--- config.mk ---
export PLATFORM = sky130hd
export DESIGN_NAME = uart2wifi_core_regbridge
export DESIGN_NICKNAME = d
export VERILOG_FILES = /design/src/rtl/uart2wifi_core_pkg.sv /design/src/rtl/uart2wifi_core_bytetimer.sv /design/src/rtl/uart2wifi_core_regbridge.sv
export SDC_FILE = /design/constraint.sdc
export NUM_CORES = 1
export LEC_CHECK = 0
export BUFFER_PORTS_ARGS = -buffer_cell sky130_fd_sc_hd__buf_2
export CAP_MARGIN = 0
export CORE_MARGIN = 1
export CORE_UTILIZATION = 50
export CTS_BUF_LIST = sky130_fd_sc_hd__clkbuf_2
export DETAILED_ROUTE_END_ITERATION = 10
export PLACE_DENSITY_LB_ADDON = 0.25
export SLEW_MARGIN = 15
export SYNTH_ARGS = -nofsm -noshare
export SYNTH_HDL_FRONTEND = slang
export SYNTH_SLANG_ARGS = --single-unit
--- constraint.sdc ---
create_clock -name clk -period 2.2 [get_ports clk]
set_input_delay 0.22 -clock clk [delete_from_list [all_inputs] [get_ports clk]]
set_output_delay 0.22 -clock clk [all_outputs]
set_load 0.02 [all_outputs]
--- src/rtl/uart2wifi_core_pkg.sv ---
// uart2wifi_core_pkg: shared FSM state encoding and protocol constants for the register bridge.
// Optional macro UART2WIFI_REGBRIDGE_CSUM_EN adds the GET_CSUM state.
package uart2wifi_core_pkg;

`ifdef UART2WIFI_REGBRIDGE_CSUM_EN
    typedef enum logic [2:0] {
        IDLE, GET_DATA, DO_WRITE, DO_READ, WAIT_RD, SEND_RESP, SEND_DATA, GET_CSUM
    } state_t;
`else
    typedef enum logic [2:0] {
        IDLE, GET_DATA, DO_WRITE, DO_READ, WAIT_RD, SEND_RESP, SEND_DATA
    } state_t;
`endif

    localparam logic [7:0] ACK_BYTE   = 8'hAA;
    localparam logic [7:0] NAK_BYTE   = 8'h55;
    localparam int         CMD_WR_BIT = 7;

endpackage

--- src/rtl/uart2wifi_core_bytetimer.sv ---
// uart2wifi_core_bytetimer: loadable down-counter flagging an expired inter-byte gap.
// Ports: clk, rst (async, active-high), load (reload to CYCLES), en (count down),
//        expired (counter has reached zero).
module uart2wifi_core_bytetimer #(
    parameter int CYCLES = 16
) (
    input  logic clk,
    input  logic rst,
    input  logic load,
    input  logic en,
    output logic expired
);

    localparam int W = $clog2(CYCLES + 1);

    logic [W-1:0] cnt;

    always_ff @(posedge clk or posedge rst) begin
        if (rst)
            cnt <= '0;
        else if (load)
            cnt <= W'(CYCLES);
        else if (en && cnt != '0)
            cnt <= cnt - 1'b1;
    end

    assign expired = cnt == '0;

endmodule

--- src/rtl/uart2wifi_core_regbridge.sv ---
// uart2wifi_core_regbridge: decodes UART command frames into register read/write strobes
// and returns ACK/NAK or read data over the TX byte path.
// Ports: clk, rst (async, active-high); rx_valid/rx_data (received bytes);
//        tx_full (TX backpressure), tx_wr/tx_data (TX bytes);
//        reg_addr/reg_wdata/reg_write/reg_read/reg_rdata (register file access);
//        busy (FSM not idle).
// Optional macro UART2WIFI_REGBRIDGE_CSUM_EN: XOR checksum byte on every frame and read response.
module uart2wifi_core_regbridge #(
    parameter int NUM_REGS       = 3,
    parameter int DATA_W         = 32,
    parameter int RD_LATENCY     = 1,
    parameter int TIMEOUT_CYCLES = 163 * 16 * 11
) (
    input  logic              clk,
    input  logic              rst,
    input  logic              rx_valid,
    input  logic [7:0]        rx_data,
    input  logic              tx_full,
    output logic              tx_wr,
    output logic [7:0]        tx_data,
    output logic [6:0]        reg_addr,
    output logic [DATA_W-1:0] reg_wdata,
    output logic              reg_write,
    output logic              reg_read,
    input  logic [DATA_W-1:0] reg_rdata,
    output logic              busy
);

    import uart2wifi_core_pkg::*;

    localparam int BYTES = DATA_W / 8;
`ifdef UART2WIFI_REGBRIDGE_CSUM_EN
    localparam int TX_BYTES = BYTES + 1;
`else
    localparam int TX_BYTES = BYTES;
`endif
    localparam int CW = $clog2(TX_BYTES + 1);
    localparam int LW = $clog2(RD_LATENCY + 1);
    localparam logic [CW-1:0] LAST_RX   = CW'(BYTES - 1);
    localparam logic [CW-1:0] LAST_TX   = CW'(TX_BYTES - 1);
    localparam logic [LW-1:0] LAST_LAT  = LW'(RD_LATENCY - 1);
    localparam logic [6:0]    REG_LIMIT = 7'(NUM_REGS);

    state_t            state, state_n;
    logic [6:0]        addr;
    logic [7:0]        resp;
    logic [CW-1:0]     byte_cnt;
    logic [LW-1:0]     lat_cnt;
    logic [DATA_W-1:0] data;
    logic              in_frame, expired, legal;
    // Sticky: a byte arrived while no frame could accept it. Debug-only, no port reads it.
    logic              overrun_unused;
    logic [7:0]        tx_byte;

`ifdef UART2WIFI_REGBRIDGE_CSUM_EN
    logic       is_wr;
    logic [7:0] csum, rd_csum;

    always_comb begin
        rd_csum = '0;
        for (int i = 0; i < BYTES; i++)
            rd_csum ^= reg_rdata[i*8 +: 8];
    end

    assign in_frame = state == GET_DATA || state == GET_CSUM;
    // The byte after the data is the checksum captured when the read data was latched.
    assign tx_byte  = byte_cnt == CW'(BYTES) ? csum : data[7:0];
`else
    assign in_frame = state == GET_DATA;
    assign tx_byte  = data[7:0];
`endif

    assign legal = addr < REG_LIMIT;

    uart2wifi_core_bytetimer #(.CYCLES(TIMEOUT_CYCLES)) u_timer (
        .clk     (clk),
        .rst     (rst),
        .load    (rx_valid),
        .en      (in_frame),
        .expired (expired)
    );

    always_ff @(posedge clk or posedge rst) begin
        if (rst)
            state <= IDLE;
        else
            state <= state_n;
    end

    always_comb begin
        state_n = state;
        case (state)
`ifdef UART2WIFI_REGBRIDGE_CSUM_EN
            IDLE:      if (rx_valid) state_n = rx_data[CMD_WR_BIT] ? GET_DATA : GET_CSUM;
            GET_DATA:  if (rx_valid && byte_cnt == LAST_RX) state_n = GET_CSUM;
                       else if (expired) state_n = IDLE;
            GET_CSUM:  if (rx_valid) state_n = (csum == rx_data && legal) ? (is_wr ? DO_WRITE : DO_READ) : SEND_RESP;
                       else if (expired) state_n = IDLE;
`else
            IDLE:      if (rx_valid) state_n = rx_data[CMD_WR_BIT] ? GET_DATA :
                                               (rx_data[6:0] < REG_LIMIT) ? DO_READ : SEND_RESP;
            GET_DATA:  if (rx_valid && byte_cnt == LAST_RX) state_n = legal ? DO_WRITE : SEND_RESP;
                       else if (expired) state_n = IDLE;
`endif
            DO_WRITE:  state_n = SEND_RESP;
            DO_READ:   state_n = WAIT_RD;
            WAIT_RD:   if (lat_cnt == LAST_LAT) state_n = SEND_DATA;
            SEND_RESP: if (!tx_full) state_n = IDLE;
            SEND_DATA: if (!tx_full && byte_cnt == LAST_TX) state_n = IDLE;
            default:   state_n = IDLE;
        endcase
    end

    always_ff @(posedge clk or posedge rst) begin
        if (rst) begin
            addr           <= '0;
            resp           <= '0;
            byte_cnt       <= '0;
            lat_cnt        <= '0;
            data           <= '0;
            overrun_unused <= 1'b0;
`ifdef UART2WIFI_REGBRIDGE_CSUM_EN
            is_wr          <= 1'b0;
            csum           <= '0;
`endif
        end else begin
            if (rx_valid && state != IDLE && !in_frame)
                overrun_unused <= 1'b1;
            // Only a completed write earns an ACK; every other route into SEND_RESP is a NAK.
            if (state_n == SEND_RESP && state != SEND_RESP)
                resp <= state == DO_WRITE ? ACK_BYTE : NAK_BYTE;
            case (state)
                IDLE: if (rx_valid) begin
                    addr     <= rx_data[6:0];
                    byte_cnt <= '0;
`ifdef UART2WIFI_REGBRIDGE_CSUM_EN
                    is_wr    <= rx_data[CMD_WR_BIT];
                    csum     <= rx_data;
`endif
                end
                GET_DATA: if (rx_valid) begin
                    // LSB-first: each byte enters at the top and shifts down.
                    data     <= (data >> 8) | (DATA_W'(rx_data) << (DATA_W - 8));
                    byte_cnt <= byte_cnt + 1'b1;
`ifdef UART2WIFI_REGBRIDGE_CSUM_EN
                    csum     <= csum ^ rx_data;
`endif
                end
                DO_READ: lat_cnt <= '0;
                WAIT_RD: begin
                    lat_cnt <= lat_cnt + 1'b1;
                    if (lat_cnt == LAST_LAT) begin
                        data     <= reg_rdata;
                        byte_cnt <= '0;
`ifdef UART2WIFI_REGBRIDGE_CSUM_EN
                        csum     <= rd_csum;
`endif
                    end
                end
                SEND_DATA: if (!tx_full) begin
                    data     <= data >> 8;
                    byte_cnt <= byte_cnt + 1'b1;
                end
                default: ;
            endcase
        end
    end

    always_comb begin
        reg_write = state == DO_WRITE;
        reg_read  = state == DO_READ;
        reg_addr  = addr;
        reg_wdata = data;
        busy      = state != IDLE;
        tx_wr     = (state == SEND_RESP || state == SEND_DATA) && !tx_full;
        tx_data   = !tx_wr ? 8'h00 : state == SEND_RESP ? resp : tx_byte;
    end

endmodule

==> impl_metrics.ini <==
[outcome]
status = finished with violations
violations = design-rule violations

[critical_path]
worstPathRequired_ns = 1.98
crit_top_cell = buf_4
crit_path_end = tx_data[3]
path_class = reg -> out
rr_startpoint = state[1]
critical_path_arrival_ns = 1.87
start_kind = flop
critical_path.cell_chain = buf_4 > nor2b_2 > buf_4 > nand2_1 > a21oi_1 > buf_2
startpoint = state[1]
r2r-end = u_timer.cnt[3]
slowest_stage = dfrtp_1
cp-end-kind = primary output
r2r_cells = 5
worst-path-max-fanout = 14
r2r_setup_slack_ns = 0.26
slowest_delay_ns = 0.39

[timing]
maxSlewViolCount = 0
finalCritPeriodShare_pct = 94.9
setup_viol = 0
fmax_ghz = 0.479
final.setup_skew_ns = 0.0260
fin_setup_tns_ns = 0
maxSlewHeadroom_pct = 65.6
fin_crit_ns = 2.09
hold_violations = 0
layout_setup_ws_ns = 0.112
tightest_slew_ns = 0.512

[synthesis]
ys_ff_latch = 63
postSynthNetCount = 409
synth.area.top_cells = dfrtp_1 (47%), o21ai_0 (6.2%), a21oi_1 (5.8%)
async_flop_share_pct = 100
synth_compound_gate_area_share_pct = 19.4
yosysUniqueCellTypes = 49
netlist.area_leader.share_pct = 46.8
synth_ff_type = dfrtp_1
synthCells = 362
yosys_warnings = 0
synth_edf_count = 0
synth_area_leader_cell = dfrtp_1
synthAdderAreaFrac_pct = 1.12
yosys.area_share.simple_pct = 19.2
synthMuxAreaShare_pct = 8.36
syn_area_mm2 = 0.00337
synth_xor_area_share_pct = 0
yosysSeqAreaShare_pct = 46.8
syn_avg_cell_area_um2 = 9.30
synth_top_family_by_area = compound AO/OA/AOI/OAI gates

[floorplan]
row_count = 29
core_area_mm2 = 0.00642
dieArea_mm2 = 0.00706
die_h_um = 84.0
die_x_um = 84.0
io-pin-count = 95
start_util_pct = 52.4

[detailed_routing]
wirelength_um = 8590
num_vias = 3201
wire_per_inst_um = 15.4
dr.first_iter.drc_count = 222
postRouteAntennaNets = 0
drt-vias-per-instance = 5.73
dr.pass1.iters = 7
drc = 10

[cells_and_area]
postLayoutCoreUtil_pct = 66.9
diodes = 0
drive_gt1_share_pct = 30.1
synthToLayoutAreaGrowth_pct = 27.6
stdcell_area_mm2 = 0.00429
nets = 525

[grt]
grt_max_degree = 64
grt_overflow_total = 0
grt_antenna_before_repair = 0
grtUsageTotal_pct = 25.8
grt_pass1_wl_um = 14400
grt_pass1_vias = 3044

[worst_hold_path]
hp-class = in -> reg

[clock_tree]
cts_sinks = 63
clockBufferDepth = 2
cts_buffers = 9
clock_latency_ns = 0.49
ctsHtreeMaxLevel = 3
clkSlewWorstSetupHoldPaths_ns = 0.18
cts_tree = yes
root_buffer = clkbuf_2

[power_and_ir_drop]
peakVddDrop_v = 0.000763
power_density_mw_per_mm2 = 1400
p_leak_uw = 0.00200
total_power_uw = 5990

[placed_design]
dp_slack_ns = 0.206
portBuffers = 94
placed_area_mm2 = 0.00397
hpwl_um = 5910
gp_congestion = 0.864

[flow_run]
maxCapViolations = 0
kinds of logic after synthesis:
kind of cell,Yosys count
flip-flops,63
AO/OA/AOI/OAI,111
AND/OR/NAND/NOR,119
multiplexers,27
buffers and inverters,39
adder cells (fa/ha/maj),3
report_power, final:
part | internal (uW) | switching, uW | total, uW
clock | 358 | 405 | 764
combinational | 1290 | 1970 | 3260
sequential | 1610 | 359 | 1970
placed cells by master (no fill, tap or decap), types with 2 or more instances in the layout:
cell | netlist | final
a211o_1 | 2 | 2
a21o_1 | 2 | 2
a21oi_1 | 39 | 39
a221oi_1 | 6 | 6
buf_12 | 0 | 2
buf_2 | 6 | 94
buf_4 | 0 | 11
bufinv_16 | 0 | 2
clkbuf_2 | 1 | 9
clkinv_1 | 0 | 3
dfrtp_1 | 63 | 63
dlygate4sd3_1 | 0 | 18
ha_1 | 3 | 3
inv_1 | 18 | 17
mux2_2 | 9 | 9
mux2i_1 | 18 | 18
nand2_1 | 44 | 44
nand3_1 | 7 | 7
nand4_1 | 3 | 3
nor2_1 | 19 | 19
nor2b_1 | 4 | 2
nor2b_2 | 0 | 2
nor3_1 | 9 | 9
nor3b_2 | 0 | 2
nor4_1 | 5 | 5
o21ai_0 | 42 | 42
o22a_1 | 2 | 2
o31ai_1 | 7 | 6
or2_2 | 3 | 3
or3_1 | 7 | 7
or4_1 | 5 | 5
cells in the mapped netlist, types with 3 or more instances:
library cell and n:
a21oi_1 39, a221oi_1 6, buf_2 6, clkbuf_1 11
dfrtp_1 63, ha_1 3, inv_1 18, mux2_2 9
mux2i_1 18, nand2_1 44, nand3_1 7, nand4_1 3
nor2_1 19, nor2b_1 4, nor3_1 9, nor3b_1 3
nor4_1 5, o21ai_0 42, o31ai_1 7, or2_2 3
or3_1 7, or4_1 5
worst max-delay path, delay by kind of cell, from the launching register on:
family	cells	cell delay, ns
compound gates	1	0.16
simple gates	2	0.26
buf+inv	3	0.58
flops	1	0.39
per-stage QoR:
step | hold WS [ns] | std cells
after floorplan | 0.360 | 362
after global placement | 0.313 | 525
after detailed placement | 0.315 | 525
after CTS | 0.00182 | 559
after global routing | 0.0234 | 559
final | 0.0152 | 559
metal layers:
| metal | share of wire, % | track usage, % | up-vias | routed length, um |
|---|---|---|---|---|
| li1 | - | - | 1545 | - |
| met1 | 45 | 35.0 | 1515 | 3880 |
| met2 | 47 | 40.2 | 122 | 4050 |
| met3 | 5.5 | 4.45 | 19 | 475 |
| met4 | 2.3 | 12.2 | 0 | 194 |
| met5 | 0 | 0 | - | 0 |
state kept, by name, summed over array words and instances, names as in the netlist:
register and flops:
byte_cnt 3, lat_cnt 1, reg_addr 7, reg_wdata 32
resp 2, state 3, u_timer.cnt 15
worst min-delay path by stage:
stage / from / to / slack [ns] / cells past startpoint
2_1_floorplan: tx_full / state[0] / 0.36 / 2
4_1_cts: reg_rdata[1] / reg_wdata[1] / 0.002 / 3
3_3_place_gp: rst / reg_wdata[4] / 0.31 / 3
3_5_place_dp: rst / resp[6] / 0.31 / 3
5_1_grt: reg_rdata[10] / reg_wdata[10] / 0.02 / 3
6_report: reg_rdata[1] / reg_wdata[1] / 0.02 / 3
final cells by class:
class,instances,area (um2)
fill,508,2130
clock buffer,9,45.0
timing repair buffer,126,785
multi-input combinational,260,1650
clock inverter,6,76.3
tap,77,96.3
sequential,63,1580
inverter,18,67.6
what timing repair did:
action	4_1_cts	5_1_grt
gates cloned	0	0
endpoints found under the setup margin	2	10
buffers inserted	1	0
hold buffers	18	0
endpoints found under the hold margin	80	0
pin swaps	0	0
gates resized for setup	0	4
Power figures use the tool's default switching activity.
